### src/rtl/code_lock_fsm.sv
// Keypad code checker: programmable code, failed-attempt lockout, entry timeout.
// Outputs are decoded from registered state and counters only.
module code_lock_fsm #(
  parameter int unsigned                   DIGIT_W        = 4,
  parameter int unsigned                   MAX_LEN        = 8,
  parameter logic [MAX_LEN*DIGIT_W-1:0]    DEFAULT_CODE   = 32'h39008121,
  parameter int unsigned                   DEFAULT_LEN    = 8,
  parameter int unsigned                   MAX_FAILS      = 3,
  parameter int unsigned                   LOCKOUT_CYCLES = 1024,
  parameter int unsigned                   TIMEOUT_CYCLES = 4096
) (
  input  logic                             clk,
  input  logic                             reset,
  input  logic [DIGIT_W-1:0]               digit_i,
  input  logic                             digit_valid_i,
  input  logic                             enter_i,
  input  logic                             clear_i,
  input  logic                             relock_i,
  input  logic                             prog_i,
  output logic                             door_status_correct_o,
  output logic                             door_status_incorrect_o,
  output logic                             locked_out_o,
  output logic                             prog_active_o,
  output logic [$clog2(MAX_FAILS+1)-1:0]   fail_count_o,
  output logic [$clog2(MAX_LEN+2)-1:0]     digits_entered_o
);

  localparam int unsigned CodeW    = MAX_LEN * DIGIT_W;
  localparam int unsigned CntW     = $clog2(MAX_LEN + 2);
  localparam int unsigned FailW    = $clog2(MAX_FAILS + 1);
  localparam int unsigned TimerMax = (LOCKOUT_CYCLES > TIMEOUT_CYCLES) ? LOCKOUT_CYCLES
                                                                       : TIMEOUT_CYCLES;
  localparam int unsigned TimerW   = $clog2(TimerMax);

  typedef enum logic [2:0] {
    StIdle, StEntry, StFail, StUnlocked, StProgram, StLockout
  } state_e;

  state_e              state_q, state_d;
  logic [CodeW-1:0]    code_q, code_d;
  logic [CodeW-1:0]    shadow_q, shadow_d;
  logic [CntW-1:0]     len_q, len_d;
  logic [CntW-1:0]     cnt_q, cnt_d;
  logic [FailW-1:0]    fail_q, fail_d;
  logic                mismatch_q, mismatch_d;
  logic [TimerW-1:0]   timer_q, timer_d;
  logic [DIGIT_W-1:0]  exp_digit;
  logic                digit_ne;
  logic                timeout;

  always_ff @(posedge clk) begin
    if (reset) begin
      state_q    <= StIdle;
      code_q     <= DEFAULT_CODE;
      shadow_q   <= '0;
      len_q      <= CntW'(DEFAULT_LEN);
      cnt_q      <= '0;
      fail_q     <= '0;
      mismatch_q <= 1'b0;
      timer_q    <= '0;
    end else begin
      state_q    <= state_d;
      code_q     <= code_d;
      shadow_q   <= shadow_d;
      len_q      <= len_d;
      cnt_q      <= cnt_d;
      fail_q     <= fail_d;
      mismatch_q <= mismatch_d;
      timer_q    <= timer_d;
    end
  end

  // Stored digit at the current entry position (digit 0 lives in the MS digit).
  always_comb begin
    exp_digit = '0;
    for (int i = 0; i < int'(MAX_LEN); i++) begin
      if (cnt_q == CntW'(i)) exp_digit = code_q[(int'(MAX_LEN)-1-i)*int'(DIGIT_W) +: DIGIT_W];
    end
  end

  assign digit_ne = (digit_i != exp_digit);
  assign timeout  = (timer_q == TimerW'(TIMEOUT_CYCLES - 1));

  always_comb begin
    state_d    = state_q;
    code_d     = code_q;
    shadow_d   = shadow_q;
    len_d      = len_q;
    cnt_d      = cnt_q;
    fail_d     = fail_q;
    mismatch_d = mismatch_q;
    timer_d    = '0;

    unique case (state_q)
      StIdle: begin
        if (clear_i) begin
          state_d = StIdle;
        end else if (enter_i) begin
          state_d = StFail;
          fail_d  = fail_q + 1'b1;
        end else if (digit_valid_i) begin
          state_d    = StEntry;
          mismatch_d = digit_ne;
          cnt_d      = CntW'(1);
        end
      end
      StEntry: begin
        timer_d = timer_q + 1'b1;
        if (clear_i) begin
          state_d = StIdle;
        end else if (enter_i) begin
          if (!mismatch_q && cnt_q == len_q) begin
            state_d = StUnlocked;
            fail_d  = '0;
          end else begin
            state_d = StFail;
            fail_d  = fail_q + 1'b1;
          end
        end else if (digit_valid_i && cnt_q < CntW'(MAX_LEN)) begin
          mismatch_d = mismatch_q | digit_ne;
          cnt_d      = cnt_q + 1'b1;
          timer_d    = '0;
        end else if (digit_valid_i && cnt_q == CntW'(MAX_LEN)) begin
          // One digit too many: remember it as a guaranteed failure.
          mismatch_d = 1'b1;
          cnt_d      = CntW'(MAX_LEN + 1);
          timer_d    = '0;
        end else if (timeout) begin
          state_d = StIdle;
        end
      end
      StFail: begin
        state_d = (fail_q == FailW'(MAX_FAILS)) ? StLockout : StIdle;
      end
      StLockout: begin
        timer_d = timer_q + 1'b1;
        if (timer_q == TimerW'(LOCKOUT_CYCLES - 1)) begin
          state_d = StIdle;
          fail_d  = '0;
        end
      end
      StUnlocked: begin
        if (relock_i) begin
          state_d = StIdle;
        end else if (prog_i) begin
          state_d  = StProgram;
          shadow_d = '0;
        end
      end
      StProgram: begin
        timer_d = timer_q + 1'b1;
        if (clear_i) begin
          state_d = StUnlocked;
        end else if (enter_i) begin
          if (cnt_q != '0) begin
            code_d  = shadow_q;
            len_d   = cnt_q;
            state_d = StIdle;
          end else begin
            state_d = StUnlocked;
          end
        end else if (digit_valid_i && cnt_q < CntW'(MAX_LEN)) begin
          for (int i = 0; i < int'(MAX_LEN); i++) begin
            if (cnt_q == CntW'(i)) shadow_d[(int'(MAX_LEN)-1-i)*int'(DIGIT_W) +: DIGIT_W] = digit_i;
          end
          cnt_d   = cnt_q + 1'b1;
          timer_d = '0;
        end else if (timeout) begin
          state_d = StUnlocked;
        end
      end
      default: state_d = StIdle;
    endcase

    if (state_d != state_q) begin
      timer_d = '0;
      if (state_d inside {StIdle, StProgram, StLockout}) cnt_d = '0;
      if (state_d == StIdle) mismatch_d = 1'b0;
    end
  end

  assign door_status_correct_o   = (state_q == StUnlocked);
  assign door_status_incorrect_o = (state_q == StFail);
  assign locked_out_o            = (state_q == StLockout);
  assign prog_active_o           = (state_q == StProgram);
  assign fail_count_o            = fail_q;
  assign digits_entered_o        = cnt_q;

endmodule

### config.mk
export PLATFORM = sky130hd
export DESIGN_NAME = code_lock_fsm
export DESIGN_NICKNAME = d
export VERILOG_FILES = /design/src/rtl/code_lock_fsm.sv
export SDC_FILE = /design/constraint.sdc
export NUM_CORES = 1
export LEC_CHECK = 0
export CORE_UTILIZATION = 41
export DETAILED_ROUTE_END_ITERATION = 8
export HOLD_SLACK_MARGIN = 0.15
export PLACE_DENSITY_LB_ADDON = 0.2
export SLEW_MARGIN = 5
export SYNTH_ARGS = -nofsm -noshare
export SYNTH_HDL_FRONTEND = slang
export SYNTH_SLANG_ARGS = --single-unit
### constraint.sdc
create_clock -name clk -period 2.4 [get_ports clk]
set_input_delay 0.24 -clock clk [delete_from_list [all_inputs] [get_ports clk]]
set_output_delay 0.24 -clock clk [all_outputs]
set_load 0.03 [all_outputs]
-- Word-level counts from Yosys, hierarchy flattened
Cells that the tools add are included.
W data, S select, Z words.
- register bits after elaboration: 90
- bits of input ports: 11
- output and inout port bits: 10
- add/sub/neg operators: 3
- $lt $le $gt $ge: 1
- equality and inequality tests: 39
- muxes and demuxes: 79
- bitwise gates (word level): 2
- reductions and logical operators: 22
- operators by type and width (kind ; number):
    $mux W32 ; 5
    $mux W4 ; 28
    $mux W12 ; 7
    $pmux W32 S2 ; 1
    $reduce_and A7 Y1 ; 8
    $mux W3 ; 16
    $pmux W12 S3 ; 1
    $ne A2 B1 Y1 const B ; 10
    $pmux W3 S6 ; 1
    $eq A4 B3 Y1 const B ; 4
    $ne A2 B2 Y1 const B ; 8
    $mux W2 ; 7
    $add A12 B1 Y12 const B ; 1
    $eq A12 B10 Y1 const B ; 1
    $eq A12 B12 Y1 const B ; 1
    $eq A3 B3 Y1 const B ; 4
    $pmux W4 S3 ; 1
    $mux W1 ; 10
    $eq A4 B2 Y1 const B ; 2
    $eq A3 B2 Y1 const B ; 2
    $logic_not A3 Y1 ; 2
    $pmux W2 S3 ; 1
    $reduce_and A6 Y1 ; 1
    $reduce_bool A3 Y1 ; 2
    20 further kinds ; 22

-- Depth between registers and ports, before layout
Gate-level depths: netlist of run 1.
- word-level depth: 17
- mapped depth: 10

-- Worst setup path before layout of run 1
No wires, ideal clock.
- kind: register -> register
- start point: register cnt_q[1] (netlist: digits_entered_o[1])
- end point: register mismatch_q
- library setup time: 0.137 ns
- arrival: 2.227 ns
- data required time: 2.263 ns
- setup slack: 0.036 ns
- stages on the path, launching flop included: 10
- path buffers: 1
- path through: dfxtp_1 inv_1 ha_1 buf_2 nor4b_1 nor4_1 o31ai_1 o211ai_1 o41ai_1 a22oi_1
- longest elaborated chain between the ends: 17
- ends and longest elaborated chain (element ; line ; text):
    from (decl) ; 43 ; logic [CntW-1:0] cnt_q, cnt_d;
    from (signal assigned) ; 66 ; cnt_q <= cnt_d;
    $logic_not A4 Y1 ; 77 ; if (cnt_q == CntW'(i)) exp_digit = code_q[(int'(MAX_LEN)-1-i)*int'(DIGIT_W) +: DIGIT_W];
    $mux W4 (8 in series) ; 77 ;
    $ne A4 B4 Y1 ; 81 ; assign digit_ne = (digit_i != exp_digit);
    $or A1 B1 Y1 ; 120 ; mismatch_d = mismatch_q | digit_ne;
    $mux W1 ; 119 ; end else if (digit_valid_i && cnt_q < CntW'(MAX_LEN)) begin
    $mux W1 ; 111 ; end else if (enter_i) begin
    $mux W1 ; 109 ; if (clear_i) begin
    $pmux W1 S2 ; 94 ; unique case (state_q)
    $mux W1 ; 178 ; if (state_d == StIdle) mismatch_d = 1'b0;
    $mux W1 * ; 175 ; if (state_d != state_q) begin
    to (signal assigned) ; 68 ; mismatch_q <= mismatch_d;
    to (decl) ; 45 ; logic mismatch_q, mismatch_d;
Mark *: on every way between the ends. The rest lies on a longest branch, timed or not.
A chain may end at the register's enable or synchronous reset.

-- Worst setup path after layout of run 1
- start point: register state_q[2]
- end point: output locked_out_o
- longest elaborated chain between the ends: 1
- ends and longest elaborated chain (element ; line ; text):
    from (decl) ; 39 ; state_e state_q, state_d;
    from (signal assigned) ; 53 ; state_q <= StIdle;
    from (signal assigned) ; 62 ; state_q <= state_d;
    $eq A3 B3 Y1 ; 184 ; assign locked_out_o = (state_q == StLockout);
    to (decl) ; 22 ; output logic locked_out_o,
No other way between the ends.

==> results.py, run 1 <==
metrics = {
    "worst_setup_path": {
        "cp-start-kind": "flip-flop",
        "r2r-start": "timer_q[0]",
        "ff2ff_path_depth": 8,
        "crit_arrival_ns": 2.03,
        "cp.required_ns": 2.16,
        "r2r_slack_ns": 0.17,
        "crit_fanout": 14,
        "crit_path_max_incr_delay_ns": 0.72,
        "slowest_stage": "clkdlybuf4s50_1",
        "r2r-end": "timer_q[1]",
        "endpoint_kind": "output pin",
        "crit_type": "reg2out",
        "path_cells": "buf_4, nand2_1, nor2_1, clkdlybuf4s50_1",
    },
    "sta": {
        "maxSlewHeadroom": 0.572,
        "rsz0062_at_grt": "false",
        "finalHoldViolCount": 0,
        "period_share": 0.944,
        "slew_violations": 0,
        "fin_worst_skew_ns": 0.0116,
        "worstMarginPinSlew_ns": 0.642,
        "setup-tns-final_ns": 0,
        "hold_slack_ns": 0.304,
        "fin_crit_ns": 2.27,
        "max_clock_freq_ghz": 0.441,
        "setup_viol": 0,
    },
    "worst_hold_path": {
        "min_to": "digits_entered_o[1]",
        "min_path_cells": 4,
        "hp-class": "in2reg",
        "hold_path_startpoint": "reset",
    },
    "pwr": {
        "switching_power_mw": 0.671,
        "leakagePower_nw": 2.03,
        "p_seq_frac": 0.564,
        "pwr_density_cell_nw_per_um2": 504,
        "fin_total_pwr_mw": 2.67,
        "vdd_drop_max_mv": 0.518,
        "p_int_mw": 2.00,
        "p_clk_frac": 0.358,
        "power_frac_comb": 0.078,
        "netSwitchingFraction": 0.252,
    },
    "finish": {
        "layout_common_cells": "101 x nand2_1, 90 x dfxtp_1, 56 x nor2_1, 42 x a21oi_1, 36 x mux2i_1",
        "drive_above_1_share": 0.146,
        "final_common_cell": "nand2_1",
        "postLayoutCellArea_um2": 5290,
        "diodes": 0,
        "fin_nets": 594,
        "area_delta_synth_final_pct": 15.2,
    },
    "synthesis": {
        "ys_seq_area_frac": 0.392,
        "synthTopCellsByArea": "dfxtp_1 39%, nand2_1 8.3%, mux2i_1 7.8%, a21oi_1 4.7%, nor2_1 4.7%",
        "synthCells": 548,
        "ys_ff_latch": 90,
        "yosys_warnings": 0,
        "synth_edf_count": 0,
        "yosysUniqueCellTypes": 64,
        "syn_avg_cell_area_um2": 8.38,
        "yosys.area.top_type": "dfxtp_1",
        "synth_ff_type": "dfxtp_1",
        "netlist_area_um2": 4590,
        "synth_top_area_frac": 0.392,
        "syn_nets": 565,
        "async_flop_share": 0,
    },
    "grt": {
        "grt_max_degree": 64,
        "grt_pass1_wl_mm": 19.2,
        "overflow": 0,
        "first_global_vias": 3728,
        "antenna_found_initial": 0,
        "grtUsageTotal": 0.216,
    },
    "job": {
        "cap_viol_max_count": 0,
    },
    "detailed_routing": {
        "drc_errors": 0,
        "vias": 3894,
        "drt_wl_total_mm": 11.7,
        "drt_iter0_drc": 174,
        "ant_nets": 0,
        "first_pass_iters": 4,
        "via_per_inst": 5.39,
        "avgRoutedWirePerCell_um": 16.2,
    },
    "floorplanning": {
        "die_x_um": 108,
        "fp.dieH_um": 108,
        "die-area_um2": 11600,
        "ios": 21,
        "core_area_um2": 10900,
        "initial_core_util": 0.422,
        "num_rows": 38,
    },
    "placement": {
        "portBuffers": 20,
        "routabilityCongestion": 0.933,
        "hpwl_mm": 8.42,
        "post_dp_cell_area_um2": 5060,
    },
    "clocking": {
        "cts.sinks": 90,
        "cts_buffers": 9,
        "cts_root_buf": "clkbuf_8",
        "path_clk_slew_ns": 0.08,
        "cts_tree": "done",
        "cts-htree-levels": 3,
        "clockBufferDepth": 2,
        "postCtsHoldBufs": 0,
        "clkLatencyLatePin_ns": 0.36,
    },
    "run_status": {
        "outcome": "finished, final reports clean",
    },
}
critical path, delay by kind of cell, from the launching register on:
family | cells | cell delay [ns]
flip-flops | 1 | 0.34
buffers and inverters | 2 | 0.94
AND/OR/NAND/NOR | 2 | 0.39
flip-flops by register name, indices dropped and copies added (netlist names):
register	cells
code_q	32
shadow_q	32
timer_q	12
digits_entered_o	4
len_q	4
state_q	3
fail_count_o	2
mismatch_q	1
worst max path at each step:
stage	start	depth (start not counted)	end	slack, ns
after floorplan	digits_entered_o[1]	9	mismatch_q	0.04
after global placement	clear_i	7	shadow_q[21]	0.007
after detailed placement	clear_i	7	shadow_q[21]	0.01
after CTS	digits_entered_o[1]	9	mismatch_q	0.03
after global routing	digits_entered_o[1]	9	mismatch_q	0.02
final	state_q[2]	4	locked_out_o	0.13
power by group through the flow:
stage / registers, mW / logic, mW / clock network [mW]
floorplan: 1.54 / 0.117 / 0
finish: 1.50 / 0.208 / 0.955
CTS: 1.50 / 0.201 / 0.991
global route: 1.51 / 0.226 / 1.05
global placement: 1.54 / 0.199 / 0
detailed placement: 1.54 / 0.200 / 0
cell type report:
cell class              count  area (µm²)
multi-input cells         413        2600
repair buffers             52         485
flip-flops and latches     90        1800
clock buffers              11         141
clock inverters             5        38.8
fillers                  1084        5600
inverters                  11        41.3
well taps                 140         175
cells by family (layout without fill, tap and decap cells):
group | count (synthesis) | in the layout | share of synthesized area
AOI/OAI and AO/OA | 116 | 116 | 0.183
xor gates and xnor gates | 19 | 19 | 0.0362
adders and majority gates | 6 | 6 | 0.0164
buffers and inverters | 45 | 79 | 0.0491
DFF | 90 | 90 | 0.392
muxes | 36 | 36 | 0.0785
and+or+nand+nor | 236 | 236 | 0.245
metrics by stage:
step / setup slack (ns) / util / instances
after floorplan: 0.0358 / - / 548
after global placement: 0.00704 / 0.465 / 706
after detailed placement: 0.00979 / 0.465 / 706
after CTS: 0.0253 / 0.482 / 722
after global routing: 0.0237 / 0.486 / 722
final: 0.135 / 0.486 / 722
cells in the mapped netlist, drive strengths merged (2+ instances only):
cell,n
a21boi,3
and3,2
o31a,2
ha,6
o21a,2
and3b,6
nor2,57
a22oi,2
a2111oi,2
dfxtp,90
and4,2
a41oi,3
clkbuf,20
nand3b,2
o21ai,18
a31oi,3
nand4,5
xnor2,7
a21oi,53
buf,14
o311ai,4
nand2,102
o211ai,7
xor2,12
nand3,18
or3b,3
nor4,2
inv,11
nor3,5
nand2b,11
o2111ai,2
nor3b,3
o31ai,7
nor4b,2
mux2i,36
and2,8
nor2b,7
per-layer routing:
layer,GRT usage,part of all wire,vias up
met2,0.354,0.48,84
met5,0,0,-
li1,-,-,1954
met4,0.0783,0.017,0
met3,0.0418,0.041,17
met1,0.280,0.46,1839
repair_timing:
item | 4_1_cts | 5_1_grt
setup endpoints to repair | 0 | 4
setup buffers | 0 | 0
resized for setup | 0 | 12
(Power assumes the default switching activity.)
==> inputs of run 2 (changes only) <==
--- a/config.mk
+++ b/config.mk
@@ -9,6 +9,7 @@
 export DETAILED_ROUTE_END_ITERATION = 8
 export HOLD_SLACK_MARGIN = 0.15
 export PLACE_DENSITY_LB_ADDON = 0.2
+export RECOVER_POWER = 25
 export SLEW_MARGIN = 5
 export SYNTH_ARGS = -nofsm -noshare
 export SYNTH_HDL_FRONTEND = slang
==> run 2 against run 1 <==
Net effect: global-route usage unchanged; sequential power hardly changed; setup slack hardly changed.
==> results.py, run 2 (same netlist as run 1, synthesis figures left out) <==
metrics = {
    "clocking": {
        "cts_buffers": 9,
        "cts_root_buf": "clkbuf_8",
        "postCtsHoldBufs": 0,
        "post_cts_buffers": 0,
        "clkLatencyLatePin_ns": 0.36,
        "cts_tree": "done",
        "ctsResizeCount": 0,
        "cts.sinks": 90,
        "clockBufferDepth": 2,
        "path_clk_slew_ns": 0.08,
        "cts-htree-levels": 3,
    },
    "pwr": {
        "leakagePower_nw": 2.03,
        "vdd_drop_max_mv": 0.517,
        "pwr_density_cell_nw_per_um2": 506,
    },
    "detailed_routing": {
        "avgRoutedWirePerCell_um": 16.3,
        "drt_iter0_drc": 175,
        "drt_wl_total_mm": 11.7,
        "drc_errors": 0,
        "ant_nets": 0,
        "via_per_inst": 5.36,
        "vias": 3867,
        "first_pass_iters": 4,
    },
    "finish": {
        "layout_common_cells": "102 x nand2_1, 90 x dfxtp_1, 56 x nor2_1, 42 x a21oi_1, 36 x mux2i_1",
        "diodes": 0,
        "drive_above_1_share": 0.143,
        "fin_nets": 594,
        "final_common_cell": "nand2_1",
        "area_delta_synth_final_pct": 14.7,
        "reg_top3": "code_q: 32 flops, shadow_q: 32 flops, timer_q: 12 flops",
    },
    "floorplanning": {
        "core_area_um2": 10900,
        "die-area_um2": 11600,
        "ios": 21,
        "num_rows": 38,
        "initial_core_util": 0.422,
        "die_x_um": 108,
        "fp.dieH_um": 108,
    },
    "grt": {
        "first_global_vias": 3728,
        "overflow": 0,
        "grt_pass1_wl_mm": 19.2,
        "grt_max_degree": 64,
        "antenna_found_initial": 0,
        "grtUsageTotal": 0.216,
    },
    "sta": {
        "max_clock_freq_ghz": 0.441,
        "worst_slack_ns": 0.135,
        "rsz0062_at_grt": "false",
        "worstMarginPinSlew_ns": 0.642,
        "setup_viol": 0,
        "slew_violations": 0,
        "fin_worst_skew_ns": 0.0115,
        "setup-tns-final_ns": 0,
        "finalHoldViolCount": 0,
        "maxSlewHeadroom": 0.572,
        "period_share": 0.944,
        "fin_crit_ns": 2.27,
    },
    "placement": {
        "portBuffers": 20,
        "hpwl_mm": 8.42,
        "routabilityCongestion": 0.933,
        "place_ws_ns": 0.00979,
    },
    "worst_setup_path": {
        "crit_fanout": 14,
        "crit_arrival_ns": 2.03,
        "cp.required_ns": 2.16,
        "endpoint_kind": "output pin",
        "cp-start-kind": "flip-flop",
        "crit_type": "reg2out",
    },
    "worst_hold_path": {
        "hp-class": "in2reg",
    },
    "job": {
        "cap_viol_max_count": 0,
    },
    "run_status": {
        "outcome": "finished, final reports clean",
    },
}
[run 2: cell count changes in the layout (fill, tap and decap cells not counted)]
| cell | delta |
|---|---|
| clkdlybuf4s50_1 | -6 |
| clkbuf_1 | +1 |
| dlymetal6s2s_1 | -1 |
| o21ai_2 | +1 |
| and2_1 | -1 |
| and2_0 | +1 |
| inv_2 | -1 |
| inv_1 | +1 |
| nand2_1 | +1 |
| dlygate4sd3_1 | +6 |
| nand2_2 | -1 |
| o21ai_4 | -1 |
[run 2: metrics by stage]
step / instance area [µm²] / power, mW / util / hold slack [ns] / instances
after global placement: 5060 / 1.74 / 0.465 / 0.436 / 706
final: 5270 / 2.66 / 0.484 / 0.307 / 722
after detailed placement: 5060 / 1.74 / 0.465 / 0.446 / 706
after global routing: 5270 / 2.78 / 0.484 / 0.315 / 722
after floorplan: 4590 / 1.66 / - / 0.431 / 548
after CTS: 5250 / 2.70 / 0.482 / 0.288 / 722
[run 2: path summary, 6_finish.rpt]
kind / cells past startpoint / to / start / slack (ns)
max reg2reg: 7 / mismatch_q / digits_entered_o[3] / 0.16
min: 4 / digits_entered_o[1] / reset / 0.31
max: 4 / locked_out_o / state_q[2] / 0.13
min reg2reg: 2 / code_q[12] / shadow_q[12] / 0.45
[run 2: where the power goes]
part / leakage, nW / switching, mW / internal, mW
Combinational: 1.21 / 0.120 / 0.0860
Sequential: 0.726 / 0.00608 / 1.50
Clock: 0.0899 / 0.544 / 0.411
Total: 2.03 / 0.670 / 1.99
[run 2: worst max-delay path, stage by stage (launching register included)]
cell and delay, ns:
dfxtp_1 0.34, buf_4 0.22, nand2_1 0.14, nor2_1 0.25
clkdlybuf4s50_1 0.72
[run 2: area by class of cell]
type,instances,area [µm²]
clock inverter,5,38.8
tap,140,175
sequential,90,1800
timing repair buffer,52,477
inverter,11,41.3
multi-input combinational,413,2590
clock buffer,11,141
fill,1090,5620
[run 2: layer usage]
metal | vias up | GRT usage | share of wire
met5 | - | 0 | 0
met4 | 0 | 0.0783 | 0.014
met3 | 14 | 0.0418 | 0.044
met2 | 78 | 0.354 | 0.48
met1 | 1826 | 0.280 | 0.46
li1 | 1949 | - | -
